==> src/rtl/pixel_fetch_scheduler.sv <==
// pixel_fetch_scheduler
// Walks a row-major grid of fetch positions over a rectangular image region,
// triggers parallel_pixel_fetch once per position, and holds each fetched
// tile for the PE array under a valid/ready handshake before advancing.
// Optional watchdog: define PPF_TIMEOUT_EN to abandon a fetch that does not
// complete within TIMEOUT cycles and raise the sticky err flag.
module pixel_fetch_scheduler #(
  parameter int ADDR_WIDTH = 12,
  parameter int CNT_WIDTH  = 8,
  parameter int TIMEOUT    = 64
) (
  input  logic                  clk,
  input  logic                  rstn,
  input  logic                  start,
  input  logic                  abort,
  input  logic [ADDR_WIDTH-1:0] cfg_base_addr,
  input  logic [ADDR_WIDTH-1:0] cfg_row_pitch,
  input  logic [ADDR_WIDTH-1:0] cfg_col_step,
  input  logic [CNT_WIDTH-1:0]  cfg_cols,
  input  logic [CNT_WIDTH-1:0]  cfg_rows,
  output logic                  fetch_en,
  output logic                  fetch_start,
  output logic [ADDR_WIDTH-1:0] base_addr,
  output logic [ADDR_WIDTH-1:0] row_offset,
  output logic [ADDR_WIDTH-1:0] col_offset,
  input  logic                  fetch_done,
  output logic                  tile_valid,
  input  logic                  pe_ready,
  output logic [CNT_WIDTH-1:0]  row_idx,
  output logic [CNT_WIDTH-1:0]  col_idx,
  output logic                  busy,
  output logic                  done,
  output logic                  err
);

  localparam logic [2:0] ST_IDLE  = 3'd0;
  localparam logic [2:0] ST_ISSUE = 3'd1;
  localparam logic [2:0] ST_WAIT  = 3'd2;
  localparam logic [2:0] ST_HOLD  = 3'd3;
  localparam logic [2:0] ST_DONE  = 3'd4;

  logic [2:0]            state_r;
  logic [2:0]            state_s;
  logic [ADDR_WIDTH-1:0] base_addr_r;
  logic [ADDR_WIDTH-1:0] row_offset_r;
  logic [ADDR_WIDTH-1:0] col_offset_r;
  logic [ADDR_WIDTH-1:0] row_pitch_r;
  logic [ADDR_WIDTH-1:0] col_step_r;
  logic [CNT_WIDTH-1:0]  cols_r;
  logic [CNT_WIDTH-1:0]  rows_r;
  logic [CNT_WIDTH-1:0]  row_idx_r;
  logic [CNT_WIDTH-1:0]  col_idx_r;
  logic                  done_r;
  logic                  err_r;

  logic zero_cfg_s;
  logic accept_s;
  logic zero_start_s;
  logic advance_s;
  logic last_col_s;
  logic last_row_s;
  logic timeout_hit_s;

  assign zero_cfg_s   = (cfg_cols == {CNT_WIDTH{1'b0}}) || (cfg_rows == {CNT_WIDTH{1'b0}});
  assign accept_s     = (state_r == ST_IDLE) && start && !zero_cfg_s && !abort;
  assign zero_start_s = (state_r == ST_IDLE) && start && zero_cfg_s && !abort;
  assign advance_s    = (state_r == ST_HOLD) && pe_ready && !abort;
  // Compare against the latched geometry so mid-scan config edits are inert.
  assign last_col_s   = (col_idx_r == (cols_r - CNT_WIDTH'(1)));
  assign last_row_s   = (row_idx_r == (rows_r - CNT_WIDTH'(1)));

`ifdef PPF_TIMEOUT_EN
  localparam int TO_W = (TIMEOUT > 1) ? $clog2(TIMEOUT + 1) : 1;

  logic [TO_W-1:0] wd_cnt_r;

  assign timeout_hit_s = (state_r == ST_WAIT) && !fetch_done &&
                         (wd_cnt_r == TO_W'(TIMEOUT - 1));

  // Watchdog: counts cycles spent in WAIT, held at zero elsewhere so each entry starts fresh.
  always_ff @(posedge clk or negedge rstn) begin
    if (!rstn) begin
      wd_cnt_r <= {TO_W{1'b0}};
    end else if (state_r != ST_WAIT) begin
      wd_cnt_r <= {TO_W{1'b0}};
    end else begin
      wd_cnt_r <= wd_cnt_r + TO_W'(1);
    end
  end

  // Sticky timeout flag: cleared only by reset or an accepted scan start; abort leaves it alone.
  always_ff @(posedge clk or negedge rstn) begin
    if (!rstn) begin
      err_r <= 1'b0;
    end else if (accept_s) begin
      err_r <= 1'b0;
    end else if (timeout_hit_s && !abort) begin
      err_r <= 1'b1;
    end else begin
      err_r <= err_r;
    end
  end
`else
  assign timeout_hit_s = 1'b0;

  // Without the watchdog the error flag can never be raised.
  always_ff @(posedge clk or negedge rstn) begin
    if (!rstn) begin
      err_r <= 1'b0;
    end else begin
      err_r <= 1'b0;
    end
  end
`endif

  // Scan sequencer state register.
  always_ff @(posedge clk or negedge rstn) begin
    if (!rstn) begin
      state_r <= ST_IDLE;
    end else begin
      state_r <= state_s;
    end
  end

  // Next-state decode; abort overrides every other input.
  always_comb begin
    state_s = state_r;
    if (abort) begin
      state_s = ST_IDLE;
    end else begin
      case (state_r)
        ST_IDLE: begin
          if (accept_s) begin
            state_s = ST_ISSUE;
          end else begin
            state_s = ST_IDLE;
          end
        end
        ST_ISSUE: state_s = ST_WAIT;
        ST_WAIT: begin
          if (fetch_done) begin
            state_s = ST_HOLD;
          end else if (timeout_hit_s) begin
            state_s = ST_IDLE;
          end else begin
            state_s = ST_WAIT;
          end
        end
        ST_HOLD: begin
          if (!pe_ready) begin
            state_s = ST_HOLD;
          end else if (last_col_s && last_row_s) begin
            state_s = ST_DONE;
          end else begin
            state_s = ST_ISSUE;
          end
        end
        ST_DONE: state_s = ST_IDLE;
        default: state_s = ST_IDLE;
      endcase
    end
  end

  // Position counters, accumulated offsets and latched configuration.
  always_ff @(posedge clk or negedge rstn) begin
    if (!rstn) begin
      base_addr_r  <= {ADDR_WIDTH{1'b0}};
      row_pitch_r  <= {ADDR_WIDTH{1'b0}};
      col_step_r   <= {ADDR_WIDTH{1'b0}};
      cols_r       <= {CNT_WIDTH{1'b0}};
      rows_r       <= {CNT_WIDTH{1'b0}};
      row_idx_r    <= {CNT_WIDTH{1'b0}};
      col_idx_r    <= {CNT_WIDTH{1'b0}};
      row_offset_r <= {ADDR_WIDTH{1'b0}};
      col_offset_r <= {ADDR_WIDTH{1'b0}};
    end else if (accept_s) begin
      base_addr_r  <= cfg_base_addr;
      row_pitch_r  <= cfg_row_pitch;
      col_step_r   <= cfg_col_step;
      cols_r       <= cfg_cols;
      rows_r       <= cfg_rows;
      row_idx_r    <= {CNT_WIDTH{1'b0}};
      col_idx_r    <= {CNT_WIDTH{1'b0}};
      row_offset_r <= {ADDR_WIDTH{1'b0}};
      col_offset_r <= {ADDR_WIDTH{1'b0}};
    end else if (advance_s && !last_col_s) begin
      col_idx_r    <= col_idx_r + CNT_WIDTH'(1);
      col_offset_r <= col_offset_r + col_step_r;
    end else if (advance_s && !last_row_s) begin
      col_idx_r    <= {CNT_WIDTH{1'b0}};
      col_offset_r <= {ADDR_WIDTH{1'b0}};
      row_idx_r    <= row_idx_r + CNT_WIDTH'(1);
      row_offset_r <= row_offset_r + row_pitch_r;
    end else begin
      col_idx_r    <= col_idx_r;
    end
  end

  // Completion pulse: end of a full scan, or immediately for a zero-sized region.
  always_ff @(posedge clk or negedge rstn) begin
    if (!rstn) begin
      done_r <= 1'b0;
    end else if (zero_start_s) begin
      done_r <= 1'b1;
    end else if (advance_s && last_col_s && last_row_s) begin
      done_r <= 1'b1;
    end else begin
      done_r <= 1'b0;
    end
  end

  assign fetch_start = (state_r == ST_ISSUE);
  assign tile_valid  = (state_r == ST_HOLD);
  assign busy        = (state_r == ST_ISSUE) || (state_r == ST_WAIT) || (state_r == ST_HOLD);
  assign fetch_en    = busy;
  assign base_addr   = base_addr_r;
  assign row_offset  = row_offset_r;
  assign col_offset  = col_offset_r;
  assign row_idx     = row_idx_r;
  assign col_idx     = col_idx_r;
  assign done        = done_r;
  assign err         = err_r;

endmodule

==> config.mk <==
export PLATFORM = sky130hd
export DESIGN_NAME = pixel_fetch_scheduler
export DESIGN_NICKNAME = d
export VERILOG_FILES = /design/src/rtl/pixel_fetch_scheduler.sv
export SDC_FILE = /design/constraint.sdc
export NUM_CORES = 1
export LEC_CHECK = 0
export CORE_ASPECT_RATIO = 1.2
export CORE_UTILIZATION = 25
export CTS_CLUSTER_DIAMETER = 150
export DETAILED_ROUTE_END_ITERATION = 6
export SKIP_LAST_GASP = 1
export SYNTH_ARGS = -nofsm -noshare
export SYNTH_HDL_FRONTEND = slang
export SYNTH_SLANG_ARGS = --single-unit
==> constraint.sdc <==
create_clock -name clk -period 2.93 [get_ports clk]
set_clock_uncertainty 0.05 [all_clocks]
set_input_delay 0.4395 -clock clk [delete_from_list [all_inputs] [get_ports clk]]
set_output_delay 0.4395 -clock clk [all_outputs]
set_load 0.05 [all_outputs]
==> results.yml, run 1 <==
outcome:
  outcome: "finished clean"
global_route:
  global_route.overflow_total: 0
  grt_start_max_net_pins: 53
  antenna_found_initial: 0
  global_route_wire_length_before_repair_mm: 21.15
  track_usage_pct: 12.36
  grt_pass1_vias: 4090
power:
  power.density_mw_per_mm2: 531.8
  clock_power_share_pct: 30.9
  sequentialPowerShare_pct: 42.4
  switchingPower_uw: 1158
  relative_contribution_of_combinational_cells_to_total_power_pct: 26.7
  swShare_pct: 30.32
  power_leakage_uw: 0.003042
  internal_power_uw: 2661
  max-vdd-ir-drop_uv: 245.6
yosys:
  share_of_the_yosys_chip_area_belonging_to_registers_pct: 44.87
  synth.lib_cells_used.distinct: 60
  synthArstFlopShare_pct: 100.0
  postSynthCellCount: 496
  yosysMostFrequentCell: "sky130_fd_sc_hd__dfrtp_1"
  syn-num-nets: 582
  synth-edff-count: 0
  synth.top_cell.area_share_pct: 44.87
  synth_area_per_cell_sq_um: 10.79
  netlist_area_sq_mm: 0.005354
  ys_dominant_reg_cell: "sky130_fd_sc_hd__dfrtp_1"
  synth_area_leader_cell: "sky130_fd_sc_hd__dfrtp_1"
  synthesis.yosys.warnings: 0
  ys_top_cells_by_count: "96 x sky130_fd_sc_hd__dfrtp_1, 53 x sky130_fd_sc_hd__mux2_2, 26 x sky130_fd_sc_hd__ha_1, 24 x sky130_fd_sc_hd__nor2_1, 24 x sky130_fd_sc_hd__o21ai_0"
  ys_top_cells_by_area: "sky130_fd_sc_hd__dfrtp_1 45%, sky130_fd_sc_hd__mux2_2 11%, sky130_fd_sc_hd__ha_1 6.1%"
  yosys_register_bits: 96
timing:
  min_period_over_period_pct: 89.63
  final-hold-violation-count: 0
  max_clock_freq_mhz: 380.8
  slew_viol_final: 0
  layout_min_cycle_time_ns: 2.626
  setup-violations-final: 0
  slew-limit-headroom_pct: 57.35
  rsz0062_at_grt: "no"
  postLayoutSetupSlackWorst_ns: 0.3038
  worst-slew-pin-transition_ns: 0.6317
  finalSetupTns_ns: 0
drt:
  drt_first_iter_violations: 136
  count_of_unresolved_drc_violations_after_routing: 0
  antenna_violating_nets_post_route: 0
  detailroute.via_count: 4134
  detail_route.wirelength_mm: 12.76
  drtPass1Iterations: 4
  vias_per_cell: 4.655
  routed_wire_length_per_instance_microns: 14.37
cts:
  clk_transition_reported_paths_ns: 0.07
  tritoncts: "built"
  tritoncts_num_sinks: 96
  cts.htree.levels: 3
  cts_made_buffers: 9
  post_cts_buffers: 0
  clockRootBuffer: "sky130_fd_sc_hd__clkbuf_16"
  clock_tree.buffer_depth: 2
  worstSkewPairLatency_ns: 0.35
critical_path:
  cp-start-kind: "register"
  crit_required_ns: 3.16
  worst_r2r_endpoint: "col_offset[4]"
  worst_setup_path_category: "reg -> reg"
  worst-endpoint-arrival_ns: 2.86
  worst_r2r_startpoint: "rows_r[0]"
  timing.reg2reg.worst_path_depth: 9
  timing.critical_path.from: "rows_r[0]"
  critical_path.max_fanout: 17
  worstSetupEndpointType: "register"
  reg2reg_slack_ns: 0.30
floorplan:
  fp.dieH_microns: 162.3
  placementRows: 58
  io-pin-count: 116
  initial_utilization_pct: 25.53
  die_width_microns: 135.6
  core_area_sq_mm: 0.02097
  fp.dieArea_sq_mm: 0.02201
place:
  globalplace.congestion: 0.7369
  buffer_ports.inserted: 114
  pre_cts_slack_ns: 0.2003
  dp.final_hpwl_mm: 9.255
final_layout:
  area_growth_synth_to_finish_pct: 34.12
  layout-drive-gt1-share_pct: 14.08
  n_antenna_cell: 0
  nets: 700
min_path:
  hold_crit_path_type: "in -> async"
flow_run:
  max_cap_viol_count: 0
## per-layer routing
| metal | vias up | share of wire (%) | GRT usage (%) |
|---|---|---|---|
| met5 | - | 0 | 0 |
| met3 | 16 | 3.9 | 2.403 |
| met2 | 72 | 50 | 20.99 |
| met1 | 1994 | 44 | 15.26 |
| li1 | 2052 | - | - |
| met4 | 0 | 1.8 | 4.852 |
## per-stage QoR
stage | cells | util (%) | hold WS, ns | area, sq um | total power, uW
5_1_grt | 888 | 34.24 | 0.1062 | 7181 | 4051
6_report | 888 | 34.24 | 0.05872 | 7181 | 3818
2_1_floorplan | 496 | - | 0.09391 | 5354 | 2328
4_1_cts | 888 | 34.21 | 0.07444 | 7176 | 3888
3_3_place_gp | 873 | 32.84 | 0.4371 | 6888 | 2662
3_5_place_dp | 873 | 32.84 | 0.4426 | 6888 | 2674
## area by class of cell
| type | instances | area, sq um |
|---|---|---|
| Clock inverter | 4 | 45.04 |
| Tap cell | 270 | 337.8 |
| Multi-Input combinational cell | 358 | 2768 |
| Inverter | 21 | 78.83 |
| Timing Repair Buffer | 128 | 1306 |
| Clock buffer | 11 | 242.7 |
| Sequential cell | 96 | 2402 |
| Fill cell | 2119 | 13790 |
## critical path, cell delays in order, from the launching register on
cell	delay [ns]
sky130_fd_sc_hd__dfrtp_1	0.41
sky130_fd_sc_hd__inv_1	0.07
sky130_fd_sc_hd__ha_1	0.24
sky130_fd_sc_hd__o211a_1	0.13
sky130_fd_sc_hd__o31a_1	0.30
sky130_fd_sc_hd__or4_4	0.56
sky130_fd_sc_hd__o21ai_2	0.27
sky130_fd_sc_hd__and2_1	0.22
sky130_fd_sc_hd__buf_12	0.16
sky130_fd_sc_hd__a22o_1	0.15
## logic make-up (layout without fill, tap and decap cells)
family	Yosys count	after routing	share of synthesized area [%]
and+or+nand+nor	123	123	12.43
buffers and inverters	42	164	3.529
xor gates and xnor gates	37	37	6.053
muxes	56	56	11.71
DFF	96	96	44.87
other	1	1	0.07004
AOI/OAI and AO/OA	113	113	14.51
adders and majority gates	28	28	6.824
## placed cells by master (no fill, tap or decap), types with 9 or more instances in the layout
cell type,instances
sky130_fd_sc_hd__ha_1,26
sky130_fd_sc_hd__nor3_1,14
sky130_fd_sc_hd__a22o_1,15
sky130_fd_sc_hd__clkdlybuf4s50_1,113
sky130_fd_sc_hd__mux2_2,53
sky130_fd_sc_hd__nand2_1,15
sky130_fd_sc_hd__xnor2_1,18
sky130_fd_sc_hd__inv_1,21
sky130_fd_sc_hd__nand3_1,23
sky130_fd_sc_hd__xor2_1,19
sky130_fd_sc_hd__dfrtp_1,96
sky130_fd_sc_hd__o21a_1,9
sky130_fd_sc_hd__o21ai_0,24
sky130_fd_sc_hd__buf_4,10
sky130_fd_sc_hd__a21oi_1,20
sky130_fd_sc_hd__clkbuf_16,9
sky130_fd_sc_hd__nor2_1,24
## registers in the layout, summed over array words and instances (netlist names), 12 cells and up
register	count
base_addr	12
col_offset	12
col_step_r	12
row_offset	12
row_pitch_r	12
## worst max path at each step
stage	cells after the start	end	slack, ns
finish	9	col_offset[4]	0.30
global route	8	row_idx[2]	0.04
detailed placement	7	row_pitch_r[7]	0.20
global placement	7	base_addr[7]	0.27
CTS	10	row_idx[3]	0.23
floorplan	9	row_idx[2]	0.23
## power by group through the flow
stage	Combinational, uW	Clock (uW)	Sequential (uW)
after global placement	1020	0	1640
after detailed placement	1030	0	1650
after floorplan	565	0	1760
final	1020	1180	1620
after global routing	1130	1280	1650
after CTS	1030	1230	1620
## timing repair
item | 4_1_cts | 5_1_grt
setup endpoints to repair | 0 | 6
hold buffers | 0 | 0
gates resized for setup | 0 | 1
Power figures use the tool's default switching activity.
==> inputs of run 2 (changes only) <==
--- a/config.mk
+++ b/config.mk
@@ -6,9 +6,10 @@
 export NUM_CORES = 1
 export LEC_CHECK = 0
 export CORE_ASPECT_RATIO = 1.2
-export CORE_UTILIZATION = 25
+export CORE_UTILIZATION = 35
 export CTS_CLUSTER_DIAMETER = 150
 export DETAILED_ROUTE_END_ITERATION = 6
+export HOLD_SLACK_MARGIN = 0.02
 export SKIP_LAST_GASP = 1
 export SYNTH_ARGS = -nofsm -noshare
 export SYNTH_HDL_FRONTEND = slang
==> run 2 against run 1 <==
  * Hold slack worse by 0.0034 ns
  * Routed wire length down 1.7%
  * Register-to-register slack lost 0.09 ns
  * Sequential power hardly changed
  * Combinational power is essentially flat
  * Clock power rose by 11%
  * Design area down 0.80%
  * Flip-flop and latch count did not move
  * Critical path type unchanged
  * Largest power group unchanged
==> results.yml, run 2 (synthesis gave the netlist of run 1 again) <==
floorplan:
  initial_utilization_pct: 35.79
  fp.dieArea_sq_mm: 0.01580
  io-pin-count: 116
  die_width_microns: 114.9
  placementRows: 49
  core_area_sq_mm: 0.01496
  fp.dieH_microns: 137.5
critical_path:
  worst_setup_path_category: "reg -> reg"
  cp-start-kind: "register"
  worst_path_cell_trace: "inv_1 -> ha_1 -> o211a_1 -> o31a_1 -> or4_4 -> nand3_1 -> buf_4 -> nor3_1 -> o21a_1"
  crit_required_ns: 3.12
  worst-path-buf-inv: 2
  slowest_delay_ns: 0.56
  critical-path-slowest-cell: "sky130_fd_sc_hd__or4_4"
  cell_family_with_the_largest_share_of_critical_path_delay: "simple AND/OR/NAND/NOR gates"
  worstSetupEndpointType: "register"
  critical_path.max_fanout: 28
  timing.reg2reg.worst_path_depth: 9
  worst-endpoint-arrival_ns: 2.90
  critical_path_depth: 9
cts:
  worstSkewPairLatency_ns: 0.35
  post_cts_buffers: 0
  ctsHoldBuffers: 0
  clockRootBuffer: "sky130_fd_sc_hd__clkbuf_16"
  clock_tree.buffer_depth: 2
  post_cts_resize_count: 0
  cts.htree.levels: 3
  tritoncts_num_sinks: 96
  clk_transition_reported_paths_ns: 0.07
  tritoncts: "built"
  cts_made_buffers: 9
global_route:
  global_route.overflow_total: 0
  global_route_wire_length_before_repair_mm: 20.51
  antenna_found_initial: 0
  grt_start_max_net_pins: 51
  track_usage_pct: 16.63
  grt_pass1_vias: 4236
timing:
  slew-limit-headroom_pct: 53.76
  min_period_over_period_pct: 92.67
  layout_min_cycle_time_ns: 2.715
  setup-violations-final: 0
  finalSetupTns_ns: 0
  rsz0062_at_grt: "no"
  max_clock_freq_mhz: 368.3
  worst-slew-pin-transition_ns: 0.6849
  final-hold-violation-count: 0
  slew_viol_final: 0
power:
  swShare_pct: 30.21
  power.density_mw_per_mm2: 555.3
  max-vdd-ir-drop_uv: 273.6
  relative_contribution_of_combinational_cells_to_total_power_pct: 26.0
  switchingPower_uw: 1195
  power_leakage_uw: 0.003057
  clock_power_share_pct: 33.0
  internal_power_uw: 2760
  sequentialPowerShare_pct: 41.0
final_layout:
  fin_util_pct: 47.62
  layout-drive-gt1-share_pct: 14.52
  nets: 701
  leading_cell_type_in_the_layout_fill_and_taps_excluded: "sky130_fd_sc_hd__clkdlybuf4s50_1"
  area_growth_synth_to_finish_pct: 33.05
  stdcell_area_sq_mm: 0.007123
  n_antenna_cell: 0
  layout.cells.most_common_list: "113 x sky130_fd_sc_hd__clkdlybuf4s50_1, 96 x sky130_fd_sc_hd__dfrtp_1, 53 x sky130_fd_sc_hd__mux2_2"
flow_run:
  max_cap_viol_count: 0
drt:
  antenna_violating_nets_post_route: 0
  detail_route.wirelength_mm: 12.54
  routed_wire_length_per_instance_microns: 15.22
  drt_first_iter_violations: 178
  detailroute.via_count: 4250
  count_of_unresolved_drc_violations_after_routing: 0
  drtPass1Iterations: 4
  vias_per_cell: 5.158
place:
  globalplace.congestion: 0.7960
  dp.final_hpwl_mm: 9.204
  buffer_ports.inserted: 114
  dpl_cell_area_sq_mm: 0.006788
outcome:
  outcome: "finished clean"
min_path:
  hold_crit_path_type: "in -> async"
-- run 2: stage by stage --
step / cells / setup WS (ns) / hold WS, ns / total power, uW
after floorplan: 496 / 0.2288 / 0.09391 / 2328
after global placement: 808 / 0.2416 / 0.4368 / 2648
after detailed placement: 808 / 0.1742 / 0.4418 / 2680
after global routing: 824 / 0.06341 / 0.09777 / 4164
after CTS: 824 / 0.1521 / 0.07328 / 4009
final: 824 / 0.2147 / 0.05531 / 3955
-- run 2: final timing paths --
kind / start / endpoint / slack, ns
worst max register to register: rows_r[0] / row_idx[2] / 0.21
worst min register to register: base_addr[6] / base_addr[6] / 0.46
min in group clk: base_addr[6] / base_addr[6] / 0.46
worst max-delay path: rows_r[0] / row_idx[2] / 0.21
max in group asynchronous: rstn / row_pitch_r[6] / 2.09
worst min-delay path: rstn / col_step_r[7] / 0.06
-- run 2: layer usage --
layer	wire [microns]	share of wire [%]	global-route usage, %
met1	5465	44	20.78
met2	6213	50	27.44
met3	533	4.3	3.256
met4	329	2.6	8.153
met5	0	0	0
-- run 2: final cells by class --
type | count | area (sq um)
clock buffer | 10 | 239.0
clock inverter | 6 | 91.34
fill | 1405 | 7836
inverter | 21 | 78.83
multi-input combinational | 358 | 2768
sequential | 96 | 2402
tap | 204 | 255.2
timing repair buffer | 129 | 1289
-- run 2: worst register-to-register path: cells and delay by family, from the launching register on --
family / cells / cell delay (ns)
AO/OA/AOI/OAI: 3 / 0.60
adder cells (fa/ha/maj): 1 / 0.24
buffers and inverters: 2 / 0.41
flip-flops: 1 / 0.42
AND/OR/NAND/NOR: 3 / 0.89
-- run 2: power groups by stage --
stage               Clock, uW  Combinational (uW)  Sequential (uW)
global placement            0                1010             1640
floorplan                   0                 565             1760
finish                   1310                1030             1620
detailed placement          0                1030             1650
CTS                      1350                1040             1620
global route             1400                1120             1640
==> inputs of run 3 (changes only) <==
--- a/config.mk
+++ b/config.mk
@@ -6,10 +6,12 @@
 export NUM_CORES = 1
 export LEC_CHECK = 0
 export CORE_ASPECT_RATIO = 1.2
-export CORE_UTILIZATION = 35
+export CORE_UTILIZATION = 45
 export CTS_CLUSTER_DIAMETER = 150
 export DETAILED_ROUTE_END_ITERATION = 6
+export DONT_BUFFER_PORTS = 1
 export HOLD_SLACK_MARGIN = 0.02
+export SKIP_CTS_REPAIR_TIMING = 1
 export SKIP_LAST_GASP = 1
 export SYNTH_ARGS = -nofsm -noshare
 export SYNTH_HDL_FRONTEND = slang
==> run 3 against run 2 <==
  * Design area down 15%
  * Maximum frequency up 1.8%
  * Global-route usage up 2.8 points
  * Core utilization up 4.8 points
  * First-iteration DRC count down 26%
  * Hold slack better by 0.083 ns
  * Sequential power up 9.9%
  * Critical path type unchanged
  * Largest cell class unchanged
  * Largest power group unchanged
  * Highest routed layer unchanged
==> results.yml, run 3 (synthesis gave the netlist of run 1 again) <==
critical_path:
  critical_path.max_fanout: 7
  worstSetupEndpointType: "register"
  worst_setup_path_category: "reg -> reg"
  crit_required_ns: 3.13
  reg2reg_slack_ns: 0.26
  worst-endpoint-arrival_ns: 2.87
  cp-start-kind: "register"
final_layout:
  layout.cells.most_common_list: "96 x sky130_fd_sc_hd__dfrtp_1, 53 x sky130_fd_sc_hd__mux2_2, 33 x sky130_fd_sc_hd__buf_4"
  multi_input_area_sq_mm: 0.002775
  area_growth_synth_to_finish_pct: 13.30
  final_cell_count_no_fill: 685
  layout-drive-gt1-share_pct: 20.45
  seqCellArea_sq_mm: 0.002402
  nets: 610
  fillerInstances: 1032
  n_antenna_cell: 0
  stdcell_area_sq_mm: 0.006066
  leading_cell_type_in_the_layout_fill_and_taps_excluded: "sky130_fd_sc_hd__dfrtp_1"
place:
  dpl_cell_area_sq_mm: 0.005756
  dp_cells: 668
  dp.final_hpwl_mm: 8.099
  globalplace.congestion: 0.8014
  buffer_ports.inserted: 0
drt:
  count_of_unresolved_drc_violations_after_routing: 0
  vias_per_cell: 5.645
  drt_first_iter_violations: 132
  routed_wire_length_per_instance_microns: 16.55
  detailroute.via_count: 3867
  drtPass1Iterations: 4
  antenna_violating_nets_post_route: 0
  detail_route.wirelength_mm: 11.34
timing:
  setup-violations-final: 0
  rsz0062_at_grt: "no"
  final-hold-violation-count: 0
  finalSetupTns_ns: 0
  slew_viol_final: 0
  slew-limit-headroom_pct: 38.44
  max_clock_freq_mhz: 374.9
  layout_min_cycle_time_ns: 2.667
  worst-slew-pin-transition_ns: 0.9200
  min_period_over_period_pct: 91.03
global_route:
  global_route.overflow_total: 0
  grt_pass1_vias: 3844
  global_route_wire_length_before_repair_mm: 18.46
  antenna_found_initial: 0
  grt_start_max_net_pins: 97
  track_usage_pct: 19.39
floorplan:
  die_width_microns: 101.6
  fp.dieArea_sq_mm: 0.01234
  placementRows: 43
  initial_utilization_pct: 46.28
  core_area_sq_mm: 0.01157
  io-pin-count: 116
  fp.dieH_microns: 121.5
power:
  power.density_mw_per_mm2: 586.8
  max-vdd-ir-drop_uv: 255.7
  power_leakage_uw: 0.002741
flow_run:
  max_cap_viol_count: 0
outcome:
  outcome: "finished clean"
cts:
  tritoncts_num_sinks: 96
  cts_made_buffers: 9
  clk_transition_reported_paths_ns: 0.06
  clockRootBuffer: "sky130_fd_sc_hd__clkbuf_16"
  tritoncts: "built"
  worstSkewPairLatency_ns: 0.33
  cts.htree.levels: 3
  clock_tree.buffer_depth: 2
min_path:
  hold_crit_path_type: "in -> reg"
-- run 3: cell types whose count changed in the layout (fill, tap and decap cells not counted), sizes merged --
cell	delta
buf	+21
bufinv	-2
clkbuf	+5
clkdlybuf4s50	-113
clkinv	-3
dlygate4sd3	+1
inv	-1
-- run 3: through the flow --
stage / util (%) / power [uW] / setup WS (ns) / hold slack (ns)
floorplan: - / 2328 / 0.2288 / 0.09391
global placement: 49.76 / 2440 / 0.2733 / 0.09794
detailed placement: 49.76 / 2467 / 0.1516 / 0.09797
CTS: 52.07 / 3567 / 0.1252 / -0.2652
global route: 52.44 / 3766 / 0.003038 / 0.1191
finish: 52.44 / 3559 / 0.2628 / 0.1384
-- run 3: power breakdown --
part	leakage, uW	switching (uW)	internal [uW]
Clock	0.000130	468	620
Sequential	0.00122	289	1490
Combinational	0.00139	345	349
Total	0.00274	1100	2460
-- run 3: path summary, 6_finish.rpt --
path | start | to | depth (start not counted)
hold / removal | abort | state_r[0] | 1
hold reg to reg | row_pitch_r[8] | row_pitch_r[8] | 1
max in group asynchronous | rstn | row_offset[10] | 2
setup / recovery | cols_r[0] | row_idx[5] | 9
min in group asynchronous | rstn | col_idx[1] | 2
setup reg to reg | cols_r[0] | row_idx[5] | 9
-- run 3: worst max-delay path, cell delays in order, from the launching register on --
cell                       delay (ns)
sky130_fd_sc_hd__dfrtp_1         0.42
sky130_fd_sc_hd__inv_1           0.07
sky130_fd_sc_hd__ha_1            0.17
sky130_fd_sc_hd__nor3b_1         0.31
sky130_fd_sc_hd__a21oi_1         0.13
sky130_fd_sc_hd__nor4b_2         0.29
sky130_fd_sc_hd__o211a_2         0.25
sky130_fd_sc_hd__nand3_2         0.17
sky130_fd_sc_hd__or4_1           0.54
sky130_fd_sc_hd__a21boi_1        0.17
-- run 3: final cells by class --
cell class                      instances  area share (%)
Clock buffer                           15           4.414
Inverter                               21           1.300
Multi-Input combinational cell        358           45.75
Sequential cell                        96           39.60
Tap cell                              157           3.238
Timing Repair Buffer                   38           5.693
-- run 3: routing by layer --
layer	wire (microns)	vias to the layer above	GRT usage (%)
met5	0	-	0
met1	4954	1892	24.04
met4	173	0	8.333
li1	-	1861	-
met3	716	11	5.415
met2	5493	103	31.33
